===== config.mk =====
export PLATFORM = sky130hd
export DESIGN_NAME = rf_bus_arbiter
export DESIGN_NICKNAME = d
export VERILOG_FILES = /design/src/rtl/rf_arb_pkg.sv /design/src/rtl/rf_bus_arbiter_rr_pick.sv /design/src/rtl/rf_bus_arbiter.sv
export SDC_FILE = /design/constraint.sdc
export NUM_CORES = 1
export LEC_CHECK = 0
export BUFFER_PORTS_ARGS = -buffer_cell sky130_fd_sc_hd__buf_4
export CAP_MARGIN = 20
export CORE_MARGIN = 1.5
export CORE_UTILIZATION = 30
export DETAILED_ROUTE_END_ITERATION = 6
export PLACE_DENSITY_LB_ADDON = 0.12
export SYNTH_ARGS = -nofsm -noshare
export SYNTH_HDL_FRONTEND = slang
export SYNTH_HIERARCHICAL = 1
export SYNTH_SLANG_ARGS = --single-unit

===== constraint.sdc =====
create_clock -name clk -period 3.1 [get_ports clk]
set_input_delay 0 -clock clk [delete_from_list [all_inputs] [get_ports clk]]
set_output_delay 0 -clock clk [all_outputs]
set_load 0.03 [all_outputs]

===== src/rtl/rf_arb_pkg.sv =====
// Shared types and sizing helpers for the register-file bus arbiter.
// Also provides default register-file geometry macros when the chip-level defines are absent.
`ifndef RF_AWIDTH
`define RF_AWIDTH 8
`endif
`ifndef RF_WIDTH
`define RF_WIDTH 32
`endif
`ifndef RF_MASK
`define RF_MASK 4
`endif
`ifndef CHIP_ID
`define CHIP_ID 8'h5A
`endif

package rf_arb_pkg;

    typedef enum logic [1:0] {
        IDLE   = 2'd0,
        ACCESS = 2'd1,
        ACK    = 2'd2
    } arb_state_e;

    localparam int LOCK_CW = 8;

    // Index width that stays at least one bit for degenerate requester counts.
    function automatic int idx_w(input int n);
        return (n > 1) ? $clog2(n) : 1;
    endfunction

endpackage


===== src/rtl/rf_bus_arbiter_rr_pick.sv =====
// Round-robin picker: rotate the request vector so the search starts after last_grant,
// priority-encode the lowest set bit, then un-rotate back to a requester index.
module rr_pick
    import rf_arb_pkg::*;
#(
    parameter int NUM_REQ = 2,
    parameter int IDX_W   = idx_w(NUM_REQ)
) (
    input  logic [NUM_REQ-1:0] req,
    input  logic [IDX_W-1:0]   last_grant,
    output logic [IDX_W-1:0]   pick_idx,
    output logic               pick_valid
);

    logic [IDX_W-1:0]     start;
    logic [2*NUM_REQ-1:0] req2;
    logic [NUM_REQ-1:0]   rot;
    logic [IDX_W-1:0]     off;
    logic [IDX_W:0]       sum;

    always_comb begin
        start = (last_grant == IDX_W'(NUM_REQ - 1)) ? '0 : last_grant + 1'b1;
        req2  = {req, req} >> start;
        rot   = req2[NUM_REQ-1:0];
        off        = '0;
        pick_valid = 1'b0;
        // Descending scan so the lowest rotated position is the one left standing.
        for (int i = NUM_REQ - 1; i >= 0; i--) begin
            if (rot[i]) begin
                off        = IDX_W'(i);
                pick_valid = 1'b1;
            end
        end
        sum = {1'b0, start} + {1'b0, off};
        if (sum >= (IDX_W + 1)'(NUM_REQ)) begin
            sum = sum - (IDX_W + 1)'(NUM_REQ);
        end
        pick_idx = sum[IDX_W-1:0];
    end

endmodule


===== src/rtl/rf_bus_arbiter.sv =====
// Round-robin arbiter sharing one register-file port among NUM_REQ requesters,
// with a bounded lock for atomic multi-word sequences. IDLE -> ACCESS -> ACK, all outputs registered.
module rf_bus_arbiter
    import rf_arb_pkg::*;
#(
    parameter int NUM_REQ  = 2,
    parameter int LOCK_MAX = 16
) (
    input  logic                            clk,
    input  logic                            rst,
    input  logic [NUM_REQ-1:0]              req,
    input  logic [NUM_REQ-1:0]              req_lock,
    input  logic [NUM_REQ-1:0]              req_we,
    input  logic [NUM_REQ*`RF_AWIDTH-1:0]   req_addr,
    input  logic [NUM_REQ*`RF_WIDTH-1:0]    req_wdata,
    input  logic [NUM_REQ*`RF_MASK-1:0]     req_wmask,
    output logic [NUM_REQ-1:0]              req_ack,
    output logic [`RF_WIDTH-1:0]            req_rdata,
    output logic [`RF_AWIDTH-1:0]           rf_addr,
    output logic                            rf_we,
    output logic [`RF_WIDTH-1:0]            rf_wdata,
    output logic [`RF_MASK-1:0]             rf_wmask,
    input  logic [`RF_WIDTH-1:0]            rf_rdata,
    output logic                            busy,
    output logic [idx_w(NUM_REQ)-1:0]       grant_id
);

    localparam int IDX_W = idx_w(NUM_REQ);
    localparam int AW    = `RF_AWIDTH;
    localparam int DW    = `RF_WIDTH;
    localparam int MW    = `RF_MASK;

    arb_state_e         state_q, state_d;
    logic [IDX_W-1:0]   idx_q, idx_d;
    logic [IDX_W-1:0]   last_grant_q, last_grant_d;
    logic               lock_valid_q, lock_valid_d;
    logic [LOCK_CW-1:0] lock_cnt_q, lock_cnt_d;
    logic               rf_we_q, rf_we_d;
    logic [AW-1:0]      rf_addr_q, rf_addr_d;
    logic [DW-1:0]      rf_wdata_q, rf_wdata_d;
    logic [MW-1:0]      rf_wmask_q, rf_wmask_d;
    logic [NUM_REQ-1:0] req_ack_q, req_ack_d;
    logic [DW-1:0]      req_rdata_q, req_rdata_d;
    logic               busy_q, busy_d;

    logic [IDX_W-1:0]   pick_idx;
    logic               pick_valid;
    logic [IDX_W-1:0]   sel_idx;
    logic               sel_valid;
    logic               sel_we;
    logic [AW-1:0]      sel_addr;
    logic [DW-1:0]      sel_wdata;
    logic [MW-1:0]      sel_wmask;

    rr_pick #(.NUM_REQ(NUM_REQ), .IDX_W(IDX_W)) u_rr_pick (
        .req        (req),
        .last_grant (last_grant_q),
        .pick_idx   (pick_idx),
        .pick_valid (pick_valid)
    );

    always_comb begin
        state_d      = state_q;
        idx_d        = idx_q;
        last_grant_d = last_grant_q;
        lock_valid_d = lock_valid_q;
        lock_cnt_d   = lock_cnt_q;
        rf_we_d      = 1'b0;
        rf_addr_d    = rf_addr_q;
        rf_wdata_d   = rf_wdata_q;
        rf_wmask_d   = rf_wmask_q;
        req_ack_d    = '0;
        req_rdata_d  = req_rdata_q;
        sel_idx      = '0;
        sel_valid    = 1'b0;
        sel_we       = 1'b0;
        sel_addr     = '0;
        sel_wdata    = '0;
        sel_wmask    = '0;

        case (state_q)
            IDLE: begin
                if (lock_valid_q && req[idx_q]) begin
                    sel_idx   = idx_q;
                    sel_valid = 1'b1;
                end else begin
                    // A lock holder that stopped requesting forfeits the lock immediately.
                    if (lock_valid_q) begin
                        lock_valid_d = 1'b0;
                        lock_cnt_d   = '0;
                    end
                    sel_idx   = pick_idx;
                    sel_valid = pick_valid;
                end
                for (int i = 0; i < NUM_REQ; i++) begin
                    if (sel_idx == IDX_W'(i)) begin
                        sel_we    = req_we[i];
                        sel_addr  = req_addr[i*AW +: AW];
                        sel_wdata = req_wdata[i*DW +: DW];
                        sel_wmask = req_wmask[i*MW +: MW];
                    end
                end
                if (sel_valid) begin
                    idx_d      = sel_idx;
                    rf_we_d    = sel_we;
                    rf_addr_d  = sel_addr;
                    rf_wdata_d = sel_wdata;
                    rf_wmask_d = sel_wmask;
                    state_d    = ACCESS;
                end
            end
            ACCESS: begin
                // The write lands at this edge, so a write never returns stale pre-write data.
                req_rdata_d = rf_we_q ? '0 : rf_rdata;
                req_ack_d   = NUM_REQ'(1) << idx_q;
                state_d     = ACK;
            end
            ACK: begin
                last_grant_d = idx_q;
                if (req_lock[idx_q] && ((9'(lock_cnt_q) + 9'd1) < 9'(LOCK_MAX))) begin
                    lock_valid_d = 1'b1;
                    lock_cnt_d   = lock_cnt_q + 1'b1;
                end else begin
                    lock_valid_d = 1'b0;
                    lock_cnt_d   = '0;
                end
                state_d = IDLE;
            end
            default: state_d = IDLE;
        endcase

        busy_d = (state_d != IDLE);
    end

    always_ff @(posedge clk or posedge rst) begin
        if (rst) begin
            state_q      <= IDLE;
            idx_q        <= '0;
            last_grant_q <= IDX_W'(NUM_REQ - 1);
            lock_valid_q <= 1'b0;
            lock_cnt_q   <= '0;
            rf_we_q      <= 1'b0;
            rf_addr_q    <= '0;
            rf_wdata_q   <= '0;
            rf_wmask_q   <= '0;
            req_ack_q    <= '0;
            req_rdata_q  <= '0;
            busy_q       <= 1'b0;
        end else begin
            state_q      <= state_d;
            idx_q        <= idx_d;
            last_grant_q <= last_grant_d;
            lock_valid_q <= lock_valid_d;
            lock_cnt_q   <= lock_cnt_d;
            rf_we_q      <= rf_we_d;
            rf_addr_q    <= rf_addr_d;
            rf_wdata_q   <= rf_wdata_d;
            rf_wmask_q   <= rf_wmask_d;
            req_ack_q    <= req_ack_d;
            req_rdata_q  <= req_rdata_d;
            busy_q       <= busy_d;
        end
    end

    assign req_ack   = req_ack_q;
    assign req_rdata = req_rdata_q;
    assign rf_addr   = rf_addr_q;
    assign rf_we     = rf_we_q;
    assign rf_wdata  = rf_wdata_q;
    assign rf_wmask  = rf_wmask_q;
    assign busy      = busy_q;
    assign grant_id  = idx_q;

endmodule


==> results of run 1 <==
## worst register-to-register path, cell delays in order, from the launching register on
cell           delay, ps
dfstp_2              520
inv_1                 40
maj3_2               310
a21o_1               190
a21oi_4              140
buf_4                430
nand2_1              180
a31oi_1              210
dlygate4sd3_1        570
## metrics by stage
step | instances | instance area, sq um | worst slack (ps) | power, uW
floorplan | 454 | 4090 | 681 | 4570
global placement | 813 | 5800 | 1100 | 5830
detailed placement | 813 | 5800 | 1050 | 5910
CTS | 951 | 7350 | 512 | 7850
global route | 952 | 7370 | 272 | 8390
finish | 952 | 7370 | 452 | 7830
## cell usage after synthesis (all sizes together)
| master | number |
|---|---|
| nor2b | 5 |
| inv | 9 |
| o2bb2ai | 1 |
| maj3 | 1 |
| dfrtp | 92 |
| a31oi | 45 |
| nand3 | 2 |
| a21bo | 1 |
| nand2 | 125 |
| a21oi | 3 |
| dfstp | 1 |
| or2 | 1 |
| o22ai | 2 |
| o21ai | 36 |
| mux2 | 1 |
| a41o | 1 |
| a21o | 2 |
| o2111ai | 1 |
| xnor2 | 1 |
| nand4 | 1 |
| ha | 1 |
| clkbuf | 12 |
| buf | 18 |
| nor2 | 50 |
| nand2b | 35 |
| mux2i | 2 |
| a21boi | 3 |
| or3b | 1 |
| nor4 | 1 |
## report_power, final
group,internal [uW],switching [uW]
Combinational,2020,2480
Sequential,1790,366
Clock,720,456
## logic make-up (layout without fill, tap and decap cells)
kind of cell	Yosys count	after routing	synth area share, %
muxes	3	3	0.765
adders and majority gates	2	2	0.581
xor gates and xnor gates	1	1	0.214
AOI/OAI and AO/OA	95	95	14.0
buffers and inverters	39	361	4.37
and+or+nand+nor	221	221	23.1
DFF	93	93	56.9
## worst max path at each step
stage                              end  cells past startpoint
after global placement    rf_wdata[28]                      7
after floorplan                   busy                      1
after detailed placement   rf_wdata[7]                      7
after global routing       rf_wdata[3]                      8
after CTS                  rf_wmask[0]                      8
final                      rf_wdata[3]                      8
## final cells by class
type,count,area [sq um],share of cell area [%]
well taps,176,220,2.99
repair buffers,337,2860,38.9
clock inverters,5,75.1,1.02
inverters,9,36.3,0.493
multi-input cells,322,1610,21.8
flip-flops and latches,93,2330,31.6
clock buffers,10,239,3.24
## per-layer routing
layer  share of wire (%)  track usage (%)  vias to the layer above
met5                   0                0                        -
met4                 2.6             8.04                        0
met3                 7.3             4.99                       20
met2                  47             29.9                      155
met1                  43             21.4                     2020
li1                    -                -                     2128
## flip-flops by register name, indices dropped and copies added (netlist names)
name	cells
lock_valid_q	1
busy	1
state_q	2
req_rdata	32
rf_we	1
lock_cnt_q	8
rf_wmask	4
rf_addr	8
req_ack	2
rf_wdata	32
last_grant_q	1
grant_id	1
## what timing repair did
item	4_1_cts	5_1_grt
setup buffers	0	0
hold buffers	123	0
hold endpoints to repair	147	0
endpoints found under the setup margin	0	0
==> impl_metrics.toml, run 1 <==
[clock_tree]
clkSinkCount = 93
root_buffer = "clkbuf_16"
tritoncts = "done"
clockBufferDepth = 2
cts_buffers = 9
h-tree-depth = 3
clk_latency_ps = 340
cts_resized = 0
path_clk_slew_ps = 60

[run_status]
outcome = "finished, final reports clean"

[floorplan]
rows = 42
fp.dieW_um = 120
fp.dieH_um = 120
start_util_pct = 30.8
core_sq_um = 13300
die_area_sq_um = 14300
ios = 209

[worst_setup_path]
timing.rr.end = "rf_wdata[3]"
crit_family = "buffers and inverters"
reg2reg_depth = 8
crit_path_start = "last_grant_q"
critPathSlowestCell = "dlygate4sd3_1"
crit_required_ps = 3380
cpPeakStageDelay_ps = 570
cp_num_buf_inv = 3
critPathCaptureType = "flop"
path_max_fanout = 45
arrival_ps = 2930
reg2reg_slack_ps = 450
rr_startpoint = "last_grant_q"
worstSetupPathType = "reg -> reg"
path_cells = "inv_1 -> maj3_2 -> a21o_1 -> a21oi_4 -> buf_4 -> nand2_1 -> a31oi_1 -> dlygate4sd3_1"
cp-start-kind = "flop"

[route]
wl_per_cell_um = 13.3
wl_um = 12700
drt.antenna.violating_nets = 0
drc_errors = 0
viasPerCell = 4.54
dr_total_vias = 4323
drt_iter0_markers = 192
firstDrtPassIters = 4

[global_routing]
grt_pass1_vias = 4392
grt_max_degree = 94
grt.total_usage_pct = 17.9
antenna_found_initial = 0
gr-total-overflow = 0
grt_pass1_wl_um = 20400

[power_and_ir_drop]
p_per_area_nw_per_um2 = 1060
ir_worst_vdd_mv = 0.512
power_leakage_uw = 0.00352

[synthesis]
synthCells = 454
ys_seq_area_share_pct = 56.9
yosysTopAreaCellShare_pct = 56.3
ys_ff_latch = 93
synth_fp_nets = 583
synth.area.top_cells = "dfrtp_1, nand2_1, a31oi_1, nand2b_1, nor2_1"
synth_cell_types = 31
synth_largest_area_cell = "dfrtp_1"
syn_avg_cell_area_sq_um = 9.01
synthesis.area_sq_um = 4090
ys_warn_count = 6

[placed_design]
globalplace.congestion = 0.728
hpwl_um = 7710
io_buffers = 208

[sta]
finalSetupViolCount = 0
fin_skew_ps = 4.27
hold_slack_ps = 73.7
rsz0062_at_grt = "no"
final.setup.tns_ps = 0
finalHoldViolations = 0
period_needed_ps = 2650
fin_crit_sh_pct = 85.4
worst_pin_slew_ps = 910
slew_violations = 0
max_clock_freq_ghz = 0.378
slew_headroom_pct = 39.3

[cells_and_area]
final_cell_mix = "buf_4, nand2_1, dlygate4sd3_1"
final_layout_size_suffix_gt1_share_pct = 30.4
final_common_cell = "buf_4"
nNetsFinal = 901
syn_to_final_growth_pct = 80.1
diodes = 0
final_util_pct = 55.4
fillCellCount = 1165

[hold_path]
hold_end = "lock_cnt_q[2]"
min_path_type = "in -> reg"
min_path_cells = 4
hold_start = "req_lock[0]"

[job]
maxCapViolCount = 0
Note: power is estimated with default switching activity, not from simulation.
==> inputs of run 2 (changes only) <==
--- a/config.mk
+++ b/config.mk
@@ -9,8 +9,10 @@
 export CAP_MARGIN = 20
 export CORE_MARGIN = 1.5
 export CORE_UTILIZATION = 30
+export CTS_CLUSTER_SIZE = 24
 export DETAILED_ROUTE_END_ITERATION = 6
-export PLACE_DENSITY_LB_ADDON = 0.12
+export PLACE_DENSITY = 0.64
+export SLEW_MARGIN = 10
 export SYNTH_ARGS = -nofsm -noshare
 export SYNTH_HDL_FRONTEND = slang
 export SYNTH_HIERARCHICAL = 1
==> run 2 against run 1 <==
  * Sequential share of layout area fell by 0.075 points
  * Clock skew rose by 4.7 ps
  * Global-route usage rose by 0.56 points
  * Sequential power barely moved
  * Largest power group unchanged
==> impl_metrics.toml, run 2 (synthesis gave the netlist of run 1 again) <==
[floorplan]
fp.dieH_um = 120
fp.dieW_um = 120
start_util_pct = 30.8
ios = 209
core_sq_um = 13300
rows = 42
die_area_sq_um = 14300

[sta]
period_needed_ps = 2630
finalSetupViolCount = 0
fin_skew_ps = 8.97
max_clock_freq_ghz = 0.380
slew_violations = 0
final.setup.tns_ps = 0
slew_headroom_pct = 48.3
rsz0062_at_grt = "no"
finalHoldViolations = 0
worst_pin_slew_ps = 775
fin_crit_sh_pct = 85.0

[worst_setup_path]
cp-start-kind = "flop"
cpPeakStageDelay_ps = 580
worstSetupPathType = "reg -> reg"
rr_startpoint = "last_grant_q"
path_cells = "inv_1 -> maj3_2 -> a21o_1 -> a21oi_4 -> buf_4 -> nand2_1 -> a31oi_1 -> dlygate4sd3_1"
critPathCaptureType = "flop"
crit_required_ps = 3380
reg2reg_slack_ps = 470
path_max_fanout = 45
timing.rr.end = "rf_addr[4]"
reg2reg_depth = 8
critPathSlowestCell = "dlygate4sd3_1"
arrival_ps = 2910

[hold_path]
hold_end = "lock_cnt_q[2]"
hold_start = "req_lock[1]"
min_path_cells = 4
min_path_type = "in -> reg"

[clock_tree]
cts_hold_buf = 123
post_cts_buffers = 0
cts_resized = 0
h-tree-depth = 3
clockBufferDepth = 2
path_clk_slew_ps = 70
tritoncts = "done"
cts_buffers = 9
clk_latency_ps = 340
root_buffer = "clkbuf_16"
clkSinkCount = 93

[cells_and_area]
diodes = 0
final_layout_size_suffix_gt1_share_pct = 30.6
final_cell_mix = "buf_4, nand2_1, dlygate4sd3_1"
nNetsFinal = 902
multiInputGateArea_sq_um = 1610
final_util_pct = 55.5
final_common_cell = "buf_4"
syn_to_final_growth_pct = 80.5
fillCellCount = 1167
regArea_sq_um = 2330

[power_and_ir_drop]
p_per_area_nw_per_um2 = 1070
power_leakage_uw = 0.00353
ir_worst_vdd_mv = 0.572

[global_routing]
grt_pass1_wl_um = 21100
grt_pass1_vias = 4444
grt.total_usage_pct = 18.4
gr-total-overflow = 0
grt_max_degree = 69
antenna_found_initial = 0

[route]
drc_errors = 0
dr_total_vias = 4335
firstDrtPassIters = 5
wl_per_cell_um = 13.6
viasPerCell = 4.54
drt_iter0_markers = 180
wl_um = 13000
drt.antenna.violating_nets = 0

[placed_design]
io_buffers = 208
globalplace.congestion = 0.755
hpwl_um = 8210

[run_status]
outcome = "finished, final reports clean"

[job]
maxCapViolCount = 0
## run 2: cell types whose count changed in the layout (fill, tap and decap cells not counted)
cell,change
inv_4,-1
clkinvlp_4,+1
clkinv_4,+1
buf_4,+1
## run 2: worst max path at each step
stage / slack, ps / cells after the start / end / startpoint
floorplan: 680 / 1 / busy / rst
global placement: 1100 / 7 / rf_wdata[23] / last_grant_q
detailed placement: 1020 / 7 / rf_wdata[15] / last_grant_q
CTS: 500 / 8 / rf_addr[3] / last_grant_q
global route: 330 / 8 / rf_wdata[24] / last_grant_q
finish: 470 / 8 / rf_addr[4] / last_grant_q
## run 2: final cells by class
class	count	area share [%]
inverters	9	0.474
clock inverters	6	1.17
flip-flops and latches	93	31.5
repair buffers	338	38.9
well taps	176	2.98
multi-input cells	322	21.7
clock buffers	10	3.24
## run 2: through the flow
stage          setup WS (ps)  cells  power [uW]  cell area, sq um  hold slack [ps]
5_1_grt                  331    954        8430              7380              101
6_report                 466    954        7900              7380             89.7
3_5_place_dp            1020    814        5910              5810             10.4
2_1_floorplan            681    454        4570              4090              140
4_1_cts                  497    953        7870              7360             72.2
3_3_place_gp            1100    814        5820              5810             5.05
## run 2: routing by layer
layer,part of all wire [%],vias to the layer above,routed length [um],global-route usage (%)
li1,-,2133,-,-
met1,42,2020,5420,21.4
met2,50,162,6430,32.4
met3,6.3,20,820,4.09
met4,2.3,0,293,8.18
met5,0,-,0,0
## run 2: worst max-delay path: cells and delay by family (launching register included)
family / cells / cell delay [ps]
AO/OA/AOI/OAI: 3 / 540
AND/OR/NAND/NOR: 1 / 120
buffers and inverters: 3 / 1040
adder cells (fa/ha/maj): 1 / 300
flip-flops: 1 / 530
## run 2: power breakdown
part | internal [uW] | switching (uW)
sequential | 1790 | 392
combinational | 2020 | 2500
clock | 727 | 472
==> inputs of run 3 (changes only) <==
==> constraint.sdc (replaced) <==
create_clock -name clk -period 2.7 [get_ports clk]
set_input_delay 0 -clock clk [delete_from_list [all_inputs] [get_ports clk]]
set_output_delay 0 -clock clk [all_outputs]
set_load 0.03 [all_outputs]
==> run 3 against run 2 <==
  * Sequential power rose by 15%
  * Cell count fell by 0.10%
  * Register-to-register slack got worse by 300 ps
  * Core utilization fell by 0.15 points
  * Critical path depth did not move
  * Die area did not move
  * Clock skew rose by 0.69 ps
  * Cell area fell by 0.27%
  * Sequential share of layout area rose by 0.086 points
==> impl_metrics.toml, run 3 (synthesis gave the netlist of run 1 again) <==
[power_and_ir_drop]
ir_worst_vdd_mv = 0.654
finalPower_uw = 8950
power_leakage_uw = 0.00351
p_per_area_nw_per_um2 = 1220

[sta]
fin_crit_sh_pct = 94.0
slew_violations = 0
finalHoldViolations = 0
period_needed_ps = 2540
setup_ws_ps = 162
slew_headroom_pct = 45.4
fin_skew_ps = 9.66
worst_pin_slew_ps = 819
rsz0062_at_grt = "no"
final.setup.tns_ps = 0
finalSetupViolCount = 0
max_clock_freq_ghz = 0.394

[route]
viasPerCell = 4.61
drc_errors = 0
dr_total_vias = 4393
wl_per_cell_um = 13.7
drt_iter0_markers = 151
firstDrtPassIters = 4
wl_um = 13000
drt.antenna.violating_nets = 0

[clock_tree]
root_buffer = "clkbuf_16"
h-tree-depth = 3
clk_latency_ps = 340
clockBufferDepth = 2
path_clk_slew_ps = 60
cts_buffers = 9
clkSinkCount = 93
tritoncts = "done"

[global_routing]
grt_max_degree = 69
antenna_found_initial = 0
grt.total_usage_pct = 18.4
grt_pass1_vias = 4539
grt_pass1_wl_um = 21100
gr-total-overflow = 0

[worst_setup_path]
path_cells = "inv_1 -> maj3_2 -> a21o_1 -> a21oi_4 -> buf_6 -> nand2_1 -> a31oi_1 -> dlygate4sd3_1"
rr_startpoint = "last_grant_q"
cp-start-kind = "flop"
worstSetupPathType = "reg -> reg"
arrival_ps = 2810
cp_num_buf_inv = 3
cpPeakStageDelay_ps = 580
timing.rr.end = "rf_wdata[7]"
reg2reg_depth = 8
crit_required_ps = 2970
path_max_fanout = 45
reg2reg_slack_ps = 160
critPathCaptureType = "flop"
critPathSlowestCell = "dlygate4sd3_1"
crit_family = "buffers and inverters"

[cells_and_area]
final_cell_area_sq_um = 7360
final_common_cell = "buf_4"
nNetsFinal = 901
final_cell_mix = "buf_4, nand2_1, dlygate4sd3_1"
diodes = 0
syn_to_final_growth_pct = 80.1
final_layout_size_suffix_gt1_share_pct = 30.2

[floorplan]
ios = 209
rows = 42
start_util_pct = 30.8
core_sq_um = 13300
die_area_sq_um = 14300
fp.dieH_um = 120
fp.dieW_um = 120

[hold_path]
hold_start = "req_lock[0]"
min_path_cells = 4
hold_end = "lock_cnt_q[2]"
min_path_type = "in -> reg"

[placed_design]
io_buffers = 208
globalplace.congestion = 0.740
post_dp_cell_area_sq_um = 5810
hpwl_um = 8080
post-place-ws_ps = 617

[job]
maxCapViolCount = 0

[run_status]
outcome = "finished, final reports clean"
[run 3: cell type report]
type	count	area [sq um]
clock buffer	13	250
clock inverter	3	45.0
fill	1141	5930
inverter	9	35.0
multi-input combinational	322	1610
sequential	93	2330
tap	176	220
timing repair buffer	337	2880
[run 3: worst max path at each step]
stage / start / endpoint / cells past startpoint
3_5_place_dp: last_grant_q / rf_wdata[7] / 7
5_1_grt: last_grant_q / rf_wdata[7] / 8
2_1_floorplan: rst / busy / 1
6_report: last_grant_q / rf_wdata[7] / 8
3_3_place_gp: last_grant_q / rf_addr[7] / 7
4_1_cts: last_grant_q / rf_addr[3] / 8
[run 3: through the flow]
stage,hold WS [ps],utilization [%],std cells
floorplan,140,-,454
global placement,137,43.7,813
detailed placement,148,43.7,813
CTS,66.8,55.2,952
global route,124,55.4,953
finish,79.7,55.4,953
[run 3: routing by layer]
| layer | part of all wire [%] | routed length (um) | global-route usage [%] |
|---|---|---|---|
| met3 | 6.5 | 842 | 4.33 |
| met4 | 3.1 | 402 | 9.08 |
| met1 | 41 | 5290 | 21.7 |
| met2 | 50 | 6500 | 31.6 |
| met5 | 0 | 0 | 0 |
[run 3: worst reg2reg max path, stage by stage, from the launching register on]
cell and delay, ps:
dfstp_2 530, inv_1 50, maj3_2 310, a21o_1 190, a21oi_4 150, buf_6 330
nand2_1 140, a31oi_1 200, dlygate4sd3_1 580
[run 3: repair_timing]
action	4_1_cts	5_1_grt
setup buffers	0	0
setup endpoints to repair	0	42
gates resized for setup	0	2
hold endpoints to repair	115	0
hold buffers	123	0
[run 3: power breakdown]
part	switching [uW]	leakage [uW]	internal [uW]
registers	449	0.00112	2060
clock network	511	0.000136	744
logic	2860	0.00225	2330
